[config.mk]
export PLATFORM = sky130hd
export DESIGN_NAME = world_tile_gen_flat
export DESIGN_NICKNAME = d
export VERILOG_FILES = /design/src/rtl/world_pkg.sv /design/src/rtl/world_tile_gen_if.sv /design/src/rtl/tile_classify.sv /design/src/rtl/world_tile_gen.sv /design/src/flat_wrapper.sv
export SDC_FILE = /design/constraint.sdc
export NUM_CORES = 1
export LEC_CHECK = 0
export CAP_MARGIN = 20
export CELL_PAD_IN_SITES_DETAIL_PLACEMENT = 0
export CELL_PAD_IN_SITES_GLOBAL_PLACEMENT = 1
export CORE_UTILIZATION = 30
export DETAILED_ROUTE_END_ITERATION = 8
export DONT_BUFFER_PORTS = 1
export GPL_TIMING_DRIVEN = 1
export PLACE_DENSITY = 0.63
export RECOVER_POWER = 100
export SLEW_MARGIN = 25
export SYNTH_ARGS = -nofsm -noshare
export SYNTH_HDL_FRONTEND = slang
export SYNTH_HIERARCHICAL = 1
export SYNTH_SLANG_ARGS = --single-unit
[constraint.sdc]
create_clock -name clk_in -period 2.2 [get_ports clk_in]
set_input_delay 0.33 -clock clk_in [delete_from_list [all_inputs] [get_ports clk_in]]
set_output_delay 0.33 -clock clk_in [all_outputs]
set_load 0.02 [all_outputs]
[src/rtl/world_pkg.sv]
// Shared tile-map types: tile encoding, FSM states, default map size and thresholds.
// Map dimensions are also used by the renderer.
package world_pkg;

  typedef enum logic [1:0] {
    TILE_WATER = 2'd0,
    TILE_GRASS = 2'd1,
    TILE_TREE  = 2'd2,
    TILE_ROCK  = 2'd3
  } tile_t;

  typedef enum logic [1:0] {
    ST_IDLE = 2'd0,
    ST_FILL = 2'd1,
    ST_DONE = 2'd2
  } gen_state_t;

  localparam int unsigned MAP_W_DEF    = 32;
  localparam int unsigned MAP_H_DEF    = 24;
  localparam int unsigned MAP_ADDR_W   = 10;
  localparam int unsigned WATER_TH_DEF = 64;
  localparam int unsigned GRASS_TH_DEF = 192;
  localparam int unsigned TREE_TH_DEF  = 240;
  localparam int          SPAWN_X_DEF  = 16;
  localparam int          SPAWN_Y_DEF  = 12;

endpackage

[src/rtl/world_tile_gen_if.sv]
// Generator control and tile-map write port; master = generator, slave = RNG/arbiter side.
// Writes use valid/ready; wr_valid_out never depends on wr_ready_in.
interface world_tile_gen_if
  import world_pkg::*;
#(
  parameter int unsigned ADDR_W = MAP_ADDR_W
);
  logic              start_in;
  logic [15:0]       rnd_in;
  logic              wr_ready_in;
  logic              wr_valid_out;
  logic [ADDR_W-1:0] wr_addr_out;
  tile_t             wr_data_out;
  logic              busy_out;
  logic              done_out;

  modport master (
    input  start_in, rnd_in, wr_ready_in,
    output wr_valid_out, wr_addr_out, wr_data_out, busy_out, done_out
  );

  modport slave (
    output start_in, rnd_in, wr_ready_in,
    input  wr_valid_out, wr_addr_out, wr_data_out, busy_out, done_out
  );
endinterface

[src/rtl/tile_classify.sv]
// Combinational byte-to-tile classifier (strict less-than against ascending thresholds).
// Zero latency, no flow control; reused by later biome stages.
module tile_classify
  import world_pkg::*;
#(
  parameter int unsigned WATER_TH = WATER_TH_DEF,
  parameter int unsigned GRASS_TH = GRASS_TH_DEF,
  parameter int unsigned TREE_TH  = TREE_TH_DEF
) (
  input  logic [7:0] rnd_byte,
  output tile_t      tile
);
  // 9-bit compare so a threshold of 256 means "every byte".
  localparam logic [8:0] W_TH = 9'(WATER_TH);
  localparam logic [8:0] G_TH = 9'(GRASS_TH);
  localparam logic [8:0] T_TH = 9'(TREE_TH);

  logic [8:0] val;
  assign val = {1'b0, rnd_byte};

  always_comb begin
    tile = TILE_ROCK;
    if (val < W_TH) begin
      tile = TILE_WATER;
    end else if (val < G_TH) begin
      tile = TILE_GRASS;
    end else if (val < T_TH) begin
      tile = TILE_TREE;
    end
  end
endmodule

[src/rtl/world_tile_gen.sv]
// Fills the tile map row-major, one write per cell; MAP_W*MAP_H+1 cycles start-to-done at full rate.
// AXI-style stall holds address/data and skips RNG sampling; WORLD_SPAWN_CLEAR_EN forces GRASS around spawn.
module world_tile_gen
  import world_pkg::*;
#(
  parameter int unsigned MAP_W    = MAP_W_DEF,
  parameter int unsigned MAP_H    = MAP_H_DEF,
  parameter int unsigned ADDR_W   = MAP_ADDR_W,
  parameter int unsigned WATER_TH = WATER_TH_DEF,
  parameter int unsigned GRASS_TH = GRASS_TH_DEF,
  parameter int unsigned TREE_TH  = TREE_TH_DEF,
  parameter int          SPAWN_X  = SPAWN_X_DEF,
  parameter int          SPAWN_Y  = SPAWN_Y_DEF
) (
  input  logic             clk_in,
  input  logic             rst_n_in,
  world_tile_gen_if.master bus
);
  localparam int X_W = (MAP_W > 1) ? $clog2(MAP_W) : 1;
  localparam int Y_W = (MAP_H > 1) ? $clog2(MAP_H) : 1;
  localparam logic [X_W-1:0] X_LAST = X_W'(MAP_W - 1);
  localparam logic [Y_W-1:0] Y_LAST = Y_W'(MAP_H - 1);

  gen_state_t        state_q, state_d;
  logic [X_W-1:0]    x_q, x_d;
  logic [Y_W-1:0]    y_q, y_d;
  logic [ADDR_W-1:0] addr_q, addr_d;
  tile_t             tile_q, tile_d;
  logic              valid_q, valid_d;
  logic              busy_q, busy_d;
  logic              done_q, done_d;

  tile_t rnd_tile;
  logic  hs;
  logic  last_cell;
  logic  unused_rnd_hi;

  tile_classify #(
    .WATER_TH (WATER_TH),
    .GRASS_TH (GRASS_TH),
    .TREE_TH  (TREE_TH)
  ) u_classify (
    .rnd_byte (bus.rnd_in[7:0]),
    .tile     (rnd_tile)
  );

  assign unused_rnd_hi = ^bus.rnd_in[15:8];
  assign hs            = valid_q & bus.wr_ready_in;
  assign last_cell     = (x_q == X_LAST) && (y_q == Y_LAST);

  always_comb begin
    state_d = state_q;
    x_d     = x_q;
    y_d     = y_q;
    addr_d  = addr_q;
    tile_d  = tile_q;
    valid_d = valid_q;
    busy_d  = busy_q;
    done_d  = 1'b0;
    unique case (state_q)
      ST_IDLE: begin
        if (bus.start_in) begin
          state_d = ST_FILL;
          x_d     = '0;
          y_d     = '0;
          addr_d  = '0;
          tile_d  = rnd_tile;
          valid_d = 1'b1;
          busy_d  = 1'b1;
        end
      end
      ST_FILL: begin
        if (hs) begin
          if (last_cell) begin
            state_d = ST_DONE;
            valid_d = 1'b0;
            busy_d  = 1'b0;
            done_d  = 1'b1;
          end else begin
            // The next cell's tile is sampled only when the current one is accepted.
            tile_d = rnd_tile;
            addr_d = addr_q + ADDR_W'(1);
            if (x_q == X_LAST) begin
              x_d = '0;
              y_d = y_q + Y_W'(1);
            end else begin
              x_d = x_q + X_W'(1);
            end
          end
        end
      end
      ST_DONE: state_d = ST_IDLE;
      default: state_d = ST_IDLE;
    endcase
  end

  always_ff @(posedge clk_in or negedge rst_n_in) begin
    if (!rst_n_in) begin
      state_q <= ST_IDLE;
      x_q     <= '0;
      y_q     <= '0;
      addr_q  <= '0;
      tile_q  <= TILE_WATER;
      valid_q <= 1'b0;
      busy_q  <= 1'b0;
      done_q  <= 1'b0;
    end else begin
      state_q <= state_d;
      x_q     <= x_d;
      y_q     <= y_d;
      addr_q  <= addr_d;
      tile_q  <= tile_d;
      valid_q <= valid_d;
      busy_q  <= busy_d;
      done_q  <= done_d;
    end
  end

`ifdef WORLD_SPAWN_CLEAR_EN
  int   x_i, y_i;
  logic in_spawn;

  assign x_i = int'(x_q);
  assign y_i = int'(y_q);
  // Window clips at the edges naturally since x/y never leave the map.
  assign in_spawn = (x_i >= SPAWN_X - 1) && (x_i <= SPAWN_X + 1) &&
                    (y_i >= SPAWN_Y - 1) && (y_i <= SPAWN_Y + 1);
  assign bus.wr_data_out = (valid_q && in_spawn) ? TILE_GRASS : tile_q;
`else
  localparam int unused_spawn = SPAWN_X + SPAWN_Y;
  assign bus.wr_data_out = tile_q;
`endif

  assign bus.wr_valid_out = valid_q;
  assign bus.wr_addr_out  = addr_q;
  assign bus.busy_out     = busy_q;
  assign bus.done_out     = done_q;
endmodule

[src/flat_wrapper.sv]
// flat-port wrapper written by rule: the top's interface ports become plain ports
module world_tile_gen_flat import world_pkg::*;
#(
  parameter int unsigned MAP_W    = MAP_W_DEF,
  parameter int unsigned MAP_H    = MAP_H_DEF,
  parameter int unsigned ADDR_W   = MAP_ADDR_W,
  parameter int unsigned WATER_TH = WATER_TH_DEF,
  parameter int unsigned GRASS_TH = GRASS_TH_DEF,
  parameter int unsigned TREE_TH  = TREE_TH_DEF,
  parameter int          SPAWN_X  = SPAWN_X_DEF,
  parameter int          SPAWN_Y  = SPAWN_Y_DEF
)
  (clk_in, rst_n_in, bus_start_in, bus_rnd_in, bus_wr_ready_in, bus_wr_valid_out, bus_wr_addr_out, bus_wr_data_out, bus_busy_out, bus_done_out);
  world_tile_gen_if #(.ADDR_W(ADDR_W)) bus_i ();
  input  logic clk_in;
  input  logic rst_n_in;
  input wire logic [$bits(bus_i.start_in)-1:0] bus_start_in;
  input wire logic [$bits(bus_i.rnd_in)-1:0] bus_rnd_in;
  input wire logic [$bits(bus_i.wr_ready_in)-1:0] bus_wr_ready_in;
  output wire logic [$bits(bus_i.wr_valid_out)-1:0] bus_wr_valid_out;
  output wire logic [$bits(bus_i.wr_addr_out)-1:0] bus_wr_addr_out;
  output wire logic [$bits(bus_i.wr_data_out)-1:0] bus_wr_data_out;
  output wire logic [$bits(bus_i.busy_out)-1:0] bus_busy_out;
  output wire logic [$bits(bus_i.done_out)-1:0] bus_done_out;
  assign bus_i.start_in = bus_start_in;
  assign bus_i.rnd_in = bus_rnd_in;
  assign bus_i.wr_ready_in = bus_wr_ready_in;
  assign bus_wr_valid_out = bus_i.wr_valid_out;
  assign bus_wr_addr_out = bus_i.wr_addr_out;
  assign bus_wr_data_out = bus_i.wr_data_out;
  assign bus_busy_out = bus_i.busy_out;
  assign bus_done_out = bus_i.done_out;
  world_tile_gen #(.MAP_W(MAP_W), .MAP_H(MAP_H), .ADDR_W(ADDR_W), .WATER_TH(WATER_TH), .GRASS_TH(GRASS_TH), .TREE_TH(TREE_TH), .SPAWN_X(SPAWN_X), .SPAWN_Y(SPAWN_Y)) u_core (.clk_in(clk_in), .rst_n_in(rst_n_in), .bus(bus_i));
endmodule
### Word-level counts from Yosys, hierarchy flattened

Cells that the tools add are included.

| operators by class | value |
|---|---|
| add/subtract/negate cells | 3 |
| $mul | 0 |
| div/mod/pow operators | 0 |
| magnitude comparators | 3 |
| equal/unequal tests | 8 |
| shift-type cells | 0 |
| multiplexer cells | 31 |
| bitwise gates (word level) | 1 |
| reductions and logical operators | 7 |

Operator list:

| kind | number |
|---|---|
| 2-to-1 mux 5 bit | 7 |
| 2-to-1 mux 10 bit | 3 |
| case mux 10 bit (2 select lines) | 1 |
| case mux 5 bit (2 select lines) | 2 |
| < comparator 8 bit (second input constant) | 2 |
| 2-to-1 mux 2 bit | 8 |
| adder 10 x 1 -> 10 bit (second input constant) | 1 |
| adder 5 x 1 -> 5 bit (second input constant) | 2 |
| equality test 5 bit (second input constant) | 2 |
| < comparator 8 x 7 -> 1 bit (second input constant) | 1 |
| case mux 2 bit (2 select lines) | 2 |
| AND reduction 4 bit | 2 |
| 2-to-1 mux 1 bit | 7 |
| inequality test 2 x 1 -> 1 bit (second input constant) | 3 |
| AND reduction 5 bit | 1 |
| inequality test 2 bit (second input constant) | 2 |
| AND reduction 3 bit | 1 |
| equality test 2 x 1 -> 1 bit (second input constant) | 1 |
| logical NOT 2 bit | 1 |
| case mux 1 bit (2 select lines) | 1 |
| nonzero test 2 bit | 1 |
| AND 1 bit | 1 |
| logical AND 1 bit | 1 |

| storage, ports and cells | value |
|---|---|
| flip-flop bits (word level) | 26 |
| bits in latches | 0 |
| RAM bits | 0 |
| ROM bits | 0 |
| output and inout port bits | 15 |
| memories kept | 0 |

### Longest topological paths before layout

| logic depth | value |
|---|---|
| depth after elaboration | 7 |
| depth in mapped cells | 8 |
| depth with buffers taken out | 7 |

### Hierarchy

Netlist, hierarchy kept.

By module, submodules not included:

| module | times used | cells an instance | area an instance (um^2) | seq. area each (um^2) |
|---|---|---|---|---|
| world_tile_gen | 1 | 132 | 1,317.5 | 650.6 |
| tile_classify | 1 | 4 | 25.0 | 0.0 |

### Worst setup path after synthesis

Ideal clock, no wire load.

| path | value |
|---|---|
| kind | register to register |
| start | register u_core.x_q[0] |
| end | register u_core.addr_q[7], in the netlist u_core/bus.wr_addr_out[7] |
| data arrival time | 1.873 ns |
| data required time | 2.123 ns |
| setup slack | 0.249 ns |
| stages on the path, launching flop included | 8 |
| cells stage by stage | dfrtp_1 ha_1 and3_1 ha_1 nand4_1 o21ai_2 or4_1 a21oi_1 |

| between the ends | value |
|---|---|
| cells in the longest elaborated chain, start to end | 4 |

Ends and longest elaborated chain:

| what | line | source |
|---|---|---|
| start: declaration | world_tile_gen.sv:25 | `logic [X_W-1:0] x_q, x_d;` |
| start signal: assignment | world_tile_gen.sv:100 | `x_q <= '0;` |
| start signal: assignment | world_tile_gen.sv:109 | `x_q <= x_d;` |
| equality test 5 bit | world_tile_gen.sv:49 | `assign last_cell = (x_q == X_LAST) && (y_q == Y_LAST);` |
| logical AND 1 bit | world_tile_gen.sv:49 |  |
| inequality test 2 bit (no source line) | -- |  |
| AND reduction 4 bit (no source line) | -- |  |
| end signal: assignment | world_tile_gen.sv:111 | `addr_q <= addr_d;` |
| end: declaration | world_tile_gen.sv:27 | `logic [ADDR_W-1:0] addr_q, addr_d;` |

Every way passes these cells.
A chain may end at the register's enable or synchronous reset.

### Worst setup path in the final report

| path | value |
|---|---|
| start | register u_core.x_q[0] |
| end | register u_core.addr_q[4], in the netlist u_core/bus.wr_addr_out[4] |

The elaborated chain is that of the path after synthesis.

==> impl_results.md <==
- Status: completed
- Register bit count reported by yosys: 26
- Layout cells sized above 1: 11.72%
- # IOs: 35
- Setup-failing EPs final: 0
- Total global-route track usage: 15.64%
- Antenna-violating nets left: 0
- Placer Congestion: 0.7806
- Num CTS Buffers: 3
- Maximum vdd drop: 417.8 uV
- Pleak: 0.0006321 uW
- First-pass GRT wire length: 5.423 mm
- Chip width: 68.90 um
- Detailed Place HPWL: 2.250 mm
- DR WL/cell: 15.99 um
- Port-buffer cells: 0
- Total congestion overflow: 0
- WP data required: 2.41 ns
- Crit share post-route: 94.53%
- CP endpoint kind: flip-flop
- Vias in the first global route: 1131
- Layout overhead on the synthesized area: 11.46%
- Worst hold path cell count: 2
- Area of placed instances: 1446 sq um
- Crit-path max FO: 6
- Die Height: 68.90 um
- Final worst clock skew: 0.001720 ns
- RSZ-0062 raised after global routing: false
- Mapped Avg Cell Area: 9.872 sq um
- CTS H-Tree Depth: 1
- Fillers: 433
- Pin count of the biggest net entering global routing: 27
- Sequential fraction of the synthesis area: 48.46%
- Setup TNS: 0 ns
- Met1 usage: 21.22%
- Final Critical Period: 2.080 ns
- Startpoint types: flip-flop
- Final Net Count: 171
- Cell area after layout: 1496 sq um
- Initial Util: 32.40%
- Max-cap violations: 0
- Most common cell after layout, fill and taps aside: dfrtp_1
- Top FF cell, synth: dfrtp_1
- Synth area leader: dfrtp_1
- Pwr Total: 1389 uW
- Synthesized Nets: 160
- CTS tree: done
- CORE AREA: 4144 sq um
- Synth area leaders: dfrtp_1 (48%), ha_1 (3.7%), o21ai_0 (3.7%), nand3_1 (3.4%), a21oi_1 (3.0%)
- Post-Route WL: 3.118 mm
- Clk sinks: 26
- Clk slew on worst S/H paths: 0.09 ns
- Final Hold Viols: 0
- CP arrival: 2.29 ns
- Clock buffer depth: 2
- Vias: 1110
- Seq. cell area: 650.6 sq um
- Critical path type: flip-flop to flip-flop
- Slew headroom: 2.500%
- N_diodes: 0
- # DRC: 0
- Max incr delay on CP: 0.48 ns
- Clock Root Buffer: clkbuf_8
- Number of antenna violations at the first check in global routing: 0
- Multi-input gate area: 673.1 sq um
- Post-Syn Area: 1343 sq um
- Die area: 4747 sq um
- GR peak layer: met2
- Critical path's slowest cell: or4_1
- Pwr/cell area: 928.4 nW/um^2
- Asr flop ratio synth: 100.0%
- Synth Instances: 136
- GR Util met2: 23.30%
- Hold Path Class: input port to flip-flop
- Synth cell types: 41
- Max frequency: 480.8 MHz
- Most frequent cells in the layout: dfrtp_1 (26), nand2_1 (10), o21ai_0 (10)
- Path depth of the worst reg2reg path: 8
- Drt pass-1 iters: 4
- Slew Limit Fails: 0
- Std cell rows: 23
- Post-synth EDFFs: 0
- Vias per inst: 5.692
- Sequence of cells on the critical path: ha_2 -> and3_1 -> ha_1 -> nand4_1 -> o21ai_4 -> clkbuf_2 -> or4_1 -> nand3_1
- Worst-Skew Late Latency: 0.27 ns
- Met3 usage: 5.263%
- Yosys warning count: 6
- Worst-Margin Slew: 1.462 ns
- DRT iter0 DRCs: 64
- Share of the synthesized area in the top cell type: 48.46%
==> cells in the mapped netlist (2+ instances only) <==
| master | n |
|---|---|
| nand2b_1 | 4 |
| or4_1 | 2 |
| a22o_1 | 2 |
| a22oi_1 | 2 |
| dfrtp_1 | 26 |
| nor3_1 | 5 |
| mux2_2 | 3 |
| o21ai_0 | 10 |
| nor4_1 | 2 |
| a21oi_1 | 8 |
| and3_1 | 2 |
| o41ai_1 | 3 |
| nand2_1 | 10 |
| a31oi_1 | 3 |
| nand4_1 | 4 |
| nor2_1 | 6 |
| o21a_1 | 3 |
| clkbuf_1 | 3 |
| nand3_1 | 9 |
| inv_1 | 3 |
| nor2b_1 | 3 |
| ha_1 | 4 |
==> flip-flops by register name, indices dropped and copies added (netlist names) <==
signal                  flops
u_core/bus.wr_addr_out     10
u_core/x_q                  5
u_core/y_q                  5
u_core/bus.wr_data_out      2
u_core/state_q              2
u_core/bus.busy_out         1
u_core/bus.done_out         1
==> stage by stage <==
stage,utilization (%),hold WS (ns),worst slack [ns],std cells
3_3_place_gp,34.90,0.03543,0.1313,190
4_1_cts,36.62,0.2617,0.08192,195
6_report,36.11,0.2678,0.1203,195
2_1_floorplan,-,0.03441,0.2493,136
5_1_grt,36.11,0.2629,0.009722,195
3_5_place_dp,34.90,0.03559,0.1111,190
==> cell families (layout without fill, tap and decap cells) <==
kind of cell | after synthesis | in the layout | share of synthesized area (%)
xor gates and xnor gates | 1 | 1 | 0.6525
AOI/OAI and AO/OA | 39 | 39 | 19.11
DFF | 26 | 26 | 48.46
adders and majority gates | 4 | 4 | 3.728
muxes | 4 | 4 | 3.262
and+or+nand+nor | 55 | 55 | 22.55
buffers and inverters | 7 | 16 | 2.237
==> final timing paths <==
| kind | start | to | slack, ns |
|---|---|---|---|
| setup / recovery | u_core/x_q[0]$_DFFE_PN0P_ | u_core/bus.wr_addr_out[4]$_DFFE_PN0P_ | 0.12 |
| min in group asynchronous | rst_n_in | u_core/x_q[3]$_DFFE_PN0P_ | 0.94 |
| max in group asynchronous | rst_n_in | u_core/bus.wr_addr_out[1]$_DFFE_PN0P_ | 0.41 |
| hold reg to reg | u_core/y_q[0]$_DFFE_PN0P_ | u_core/y_q[0]$_DFFE_PN0P_ | 0.52 |
| setup reg to reg | u_core/x_q[0]$_DFFE_PN0P_ | u_core/bus.wr_addr_out[4]$_DFFE_PN0P_ | 0.12 |
| hold / removal | bus_wr_ready_in | u_core/state_q[1]$_DFFE_PN0P_ | 0.27 |
==> metal layers <==
| metal | wire, um | share of wire (%) | vias to the layer above |
|---|---|---|---|
| li1 | - | - | 535 |
| met1 | 1459 | 47 | 541 |
| met2 | 1413 | 45 | 32 |
| met3 | 219 | 7.0 | 2 |
| met4 | 25 | 0.80 | 0 |
| met5 | 0 | 0 | - |
==> what timing repair did <==
item | in CTS | in global routing
setup endpoints to repair | 0 | 2
endpoints found under the hold margin | 26 | 0
hold buffers | 2 | 0
gates resized for setup | 0 | 3
buffers inserted | 0 | 0
==> power by group <==
part | switching (uW) | leakage, uW | internal (uW)
Sequential | 193 | 0.000325 | 588
Combinational | 173 | 0.000286 | 162
Clock | 150 | 0.0000216 | 123
Total | 517 | 0.000632 | 873
==> area by class of cell <==
| class | count | share of cell area, % |
|---|---|---|
| timing repair buffer | 10 | 3.846 |
| sequential | 26 | 43.48 |
| clock buffer | 3 | 2.759 |
| tap | 50 | 4.181 |
| inverter | 3 | 0.7525 |
| multi-input combinational | 103 | 44.98 |
==> critical path: cells and delay by family (launching register included) <==
kind	cells	cell delay (ns)
DFF	1	0.41
AOI/OAI and AO/OA	1	0.10
and+or+nand+nor	4	0.95
adders and majority gates	2	0.40
buffers and inverters	1	0.16
(Power assumes the default switching activity.)
==> patch, RTL diff (same settings) <==
Set the package constant `MAP_H_DEF` to 48 (it was 24).
--- a/src/rtl/world_pkg.sv
+++ b/src/rtl/world_pkg.sv
@@ -16,7 +16,7 @@
   } gen_state_t;
 
   localparam int unsigned MAP_W_DEF    = 32;
-  localparam int unsigned MAP_H_DEF    = 24;
+  localparam int unsigned MAP_H_DEF    = 48;
   localparam int unsigned MAP_ADDR_W   = 10;
   localparam int unsigned WATER_TH_DEF = 64;
   localparam int unsigned GRASS_TH_DEF = 192;
Check against the original RTL: same outputs for any inputs over 10 cycles, from zero or initial values and one cycle with rst_n_in low; that may be too few to reach the edited logic, so the function may still have changed.
==> patch against the unedited design <==
The flow now finishes with violations (DRC). Sequential cell count grew 1. Fmax is 0.89% lower. Worst setup slack worse by 0.019 ns. Cell area rose by 7.0%. Area after synthesis increased by 7.6%. Hold slack lost 0.042 ns. Total power up 1.2%. Synthesized cell count increased by 5.1%. Wire length is 3.5% higher. Critical endpoint is now u_core/x_q[2]$_DFFE_PN0P_. Largest power group unchanged.
==> patch: results (changes against the unedited design) <==
Final layout
  • Nets: 182 (+6.4%)
  • FILL cells: 472 (+9.0%)
  • Layout cells sized above 1: 14.01% (+2.3 points)
  • Layout Cells excl Fill: 209 (+7.2%)

Hold path
  • Worst hold endpoint: u_core/state_q[0]$_DFFE_PN0P_
  • Hold path start: bus_start_in

Timing
  • Skew final: 0.003272 ns (+0.001552 ns)
  • Slew HR: 0.9639% (-1.5 points)
  • Fin Hold WS: 0.2258 ns (-0.04206 ns)

Global routing
  • Met2 Use GR: 22.86% (-0.44 points)
  • Number of global-route vias before repair: 1198 (+5.9%)
  • Grt met1 use: 18.77% (-2.5 points)
  • First-pass GRT wire length: 5651 µm (+4.2%)
  • Met3 global-route usage: 3.235% (-2.0 points)
  • GRT Total Usage: 14.05% (-1.6 points)
  • Largest net degree at the start of global routing: 28 (+3.7%)

Pwr
  • Logic pwr share: 23.1% (-1.0 points)
  • Static leakage: 0.7032 nW (+11%)
  • Internal: 0.8998 mW (+3.1%)
  • Peak supply drop: 0.4246 mV (+1.6%)
  • Power Clock: 0.279 mW (+2%)

Yosys
  • Post-synthesis xor/xnor area fraction: 0.6061% (-0.046 points)
  • Gate count of the mapped netlist: 143 (+5.1%)
  • Mux contribution to synthesized area: 2.251% (-1.0 points)
  • Synth cell count leaders: 27 x dfrtp_1, 12 x nand3_1, 10 x o21ai_0
  • Synth area leaders: dfrtp_1 47%, nand3_1 4.2%, ha_1 3.5%
  • Mapped Nets: 167 (+4.4%)
  • Cell variety after synth: 47 (+15%)

Status
  • Failing checks: DRC
  • Status: finished, violations left

Route
  • DRC: 1 (+1)
  • Iter 0 DRT Violations: 65 (+1.6%)
  • Drt first pass iters: 8 (+4)
  • Wl on met1: 1578 µm (+8.2%)
  • WL met2: 1471 µm (+4.1%)
  • WL final: 3227 µm (+3.5%)
  • Via/cell ratio: 5.646 (-0.81%)

Critical path
  • RR Startpoint: u_core/x_q[0]$_DFFE_PN0P_
  • Worst-path maximum fanout: 4 (-2)
  • Worst R2R Path Depth: 6 (-2)
  • R2R setup slack: 0.10 ns (-0.02 ns)
  • Crit Reg-Reg Endpoint: u_core/x_q[2]$_DFFE_PN0P_
  • CP Data Arrival Time: 2.29 ns (about the same)

Place
  • Post-placement setup slack: 0.08004 ns (-0.03103 ns)
  • Dpl hpwl: 2331 µm (+3.6%)
  • Placed instance area: 0.001545 mm² (+6.8%)
  • Inst Count DP: 200 (+5.3%)
  • RD Place Congestion: 0.7439 (-4.7%)
[patch: changes by cell type after synthesis, sizes merged, moves of 3 or more]
cell / before / now
nand3: 9 / 13
a21oi: 9 / 6
clkbuf: 3 / 0
buf: 1 / 6
[patch: cell type report]
cell class | instances | area (µm²) | share of cell area, %
timing repair buffer | 16 | 98.84 | 6.172
sequential | 27 | 675.6 | 42.19
multi-input combinational | 106 | 701.9 | 43.83
inverter | 4 | 15.01 | 0.9375
tap | 52 | 65.06 | 4.062
clock buffer | 4 | 45.04 | 2.812
[patch: critical path, stage by stage, from the launching register on]
cell and delay (ns):
dfrtp_1 0.41, ha_1 0.24, and3_1 0.19, ha_1 0.22
nand2b_1 0.17, or4b_2 0.63, o21ai_0 0.16
[patch: how the worst max path moves through the flow]
stage	from	endpoint	slack (ns)	cells past startpoint
global placement	u_core/x_q[0]$_DFFE_PN0P_	u_core/bus.wr_addr_out[7]$_DFFE_PN0P_	0.14	8
floorplan	u_core/x_q[0]$_DFFE_PN0P_	u_core/x_q[2]$_DFFE_PN0P_	0.18	6
detailed placement	u_core/x_q[0]$_DFFE_PN0P_	u_core/x_q[2]$_DFFE_PN0P_	0.08	6
finish	u_core/x_q[0]$_DFFE_PN0P_	u_core/x_q[2]$_DFFE_PN0P_	0.10	6
global route	u_core/x_q[1]$_DFFE_PN0P_	u_core/bus.wr_addr_out[4]$_DFFE_PN0P_	0.008	8
CTS	u_core/x_q[0]$_DFFE_PN0P_	u_core/bus.wr_addr_out[7]$_DFFE_PN0P_	0.07	8
[patch: repair_timing]
action,4_1_cts,5_1_grt
hold endpoints to repair,27,0
hold buffers,2,0
resized for setup,0,0
setup buffers,0,3
setup endpoints to repair,0,5
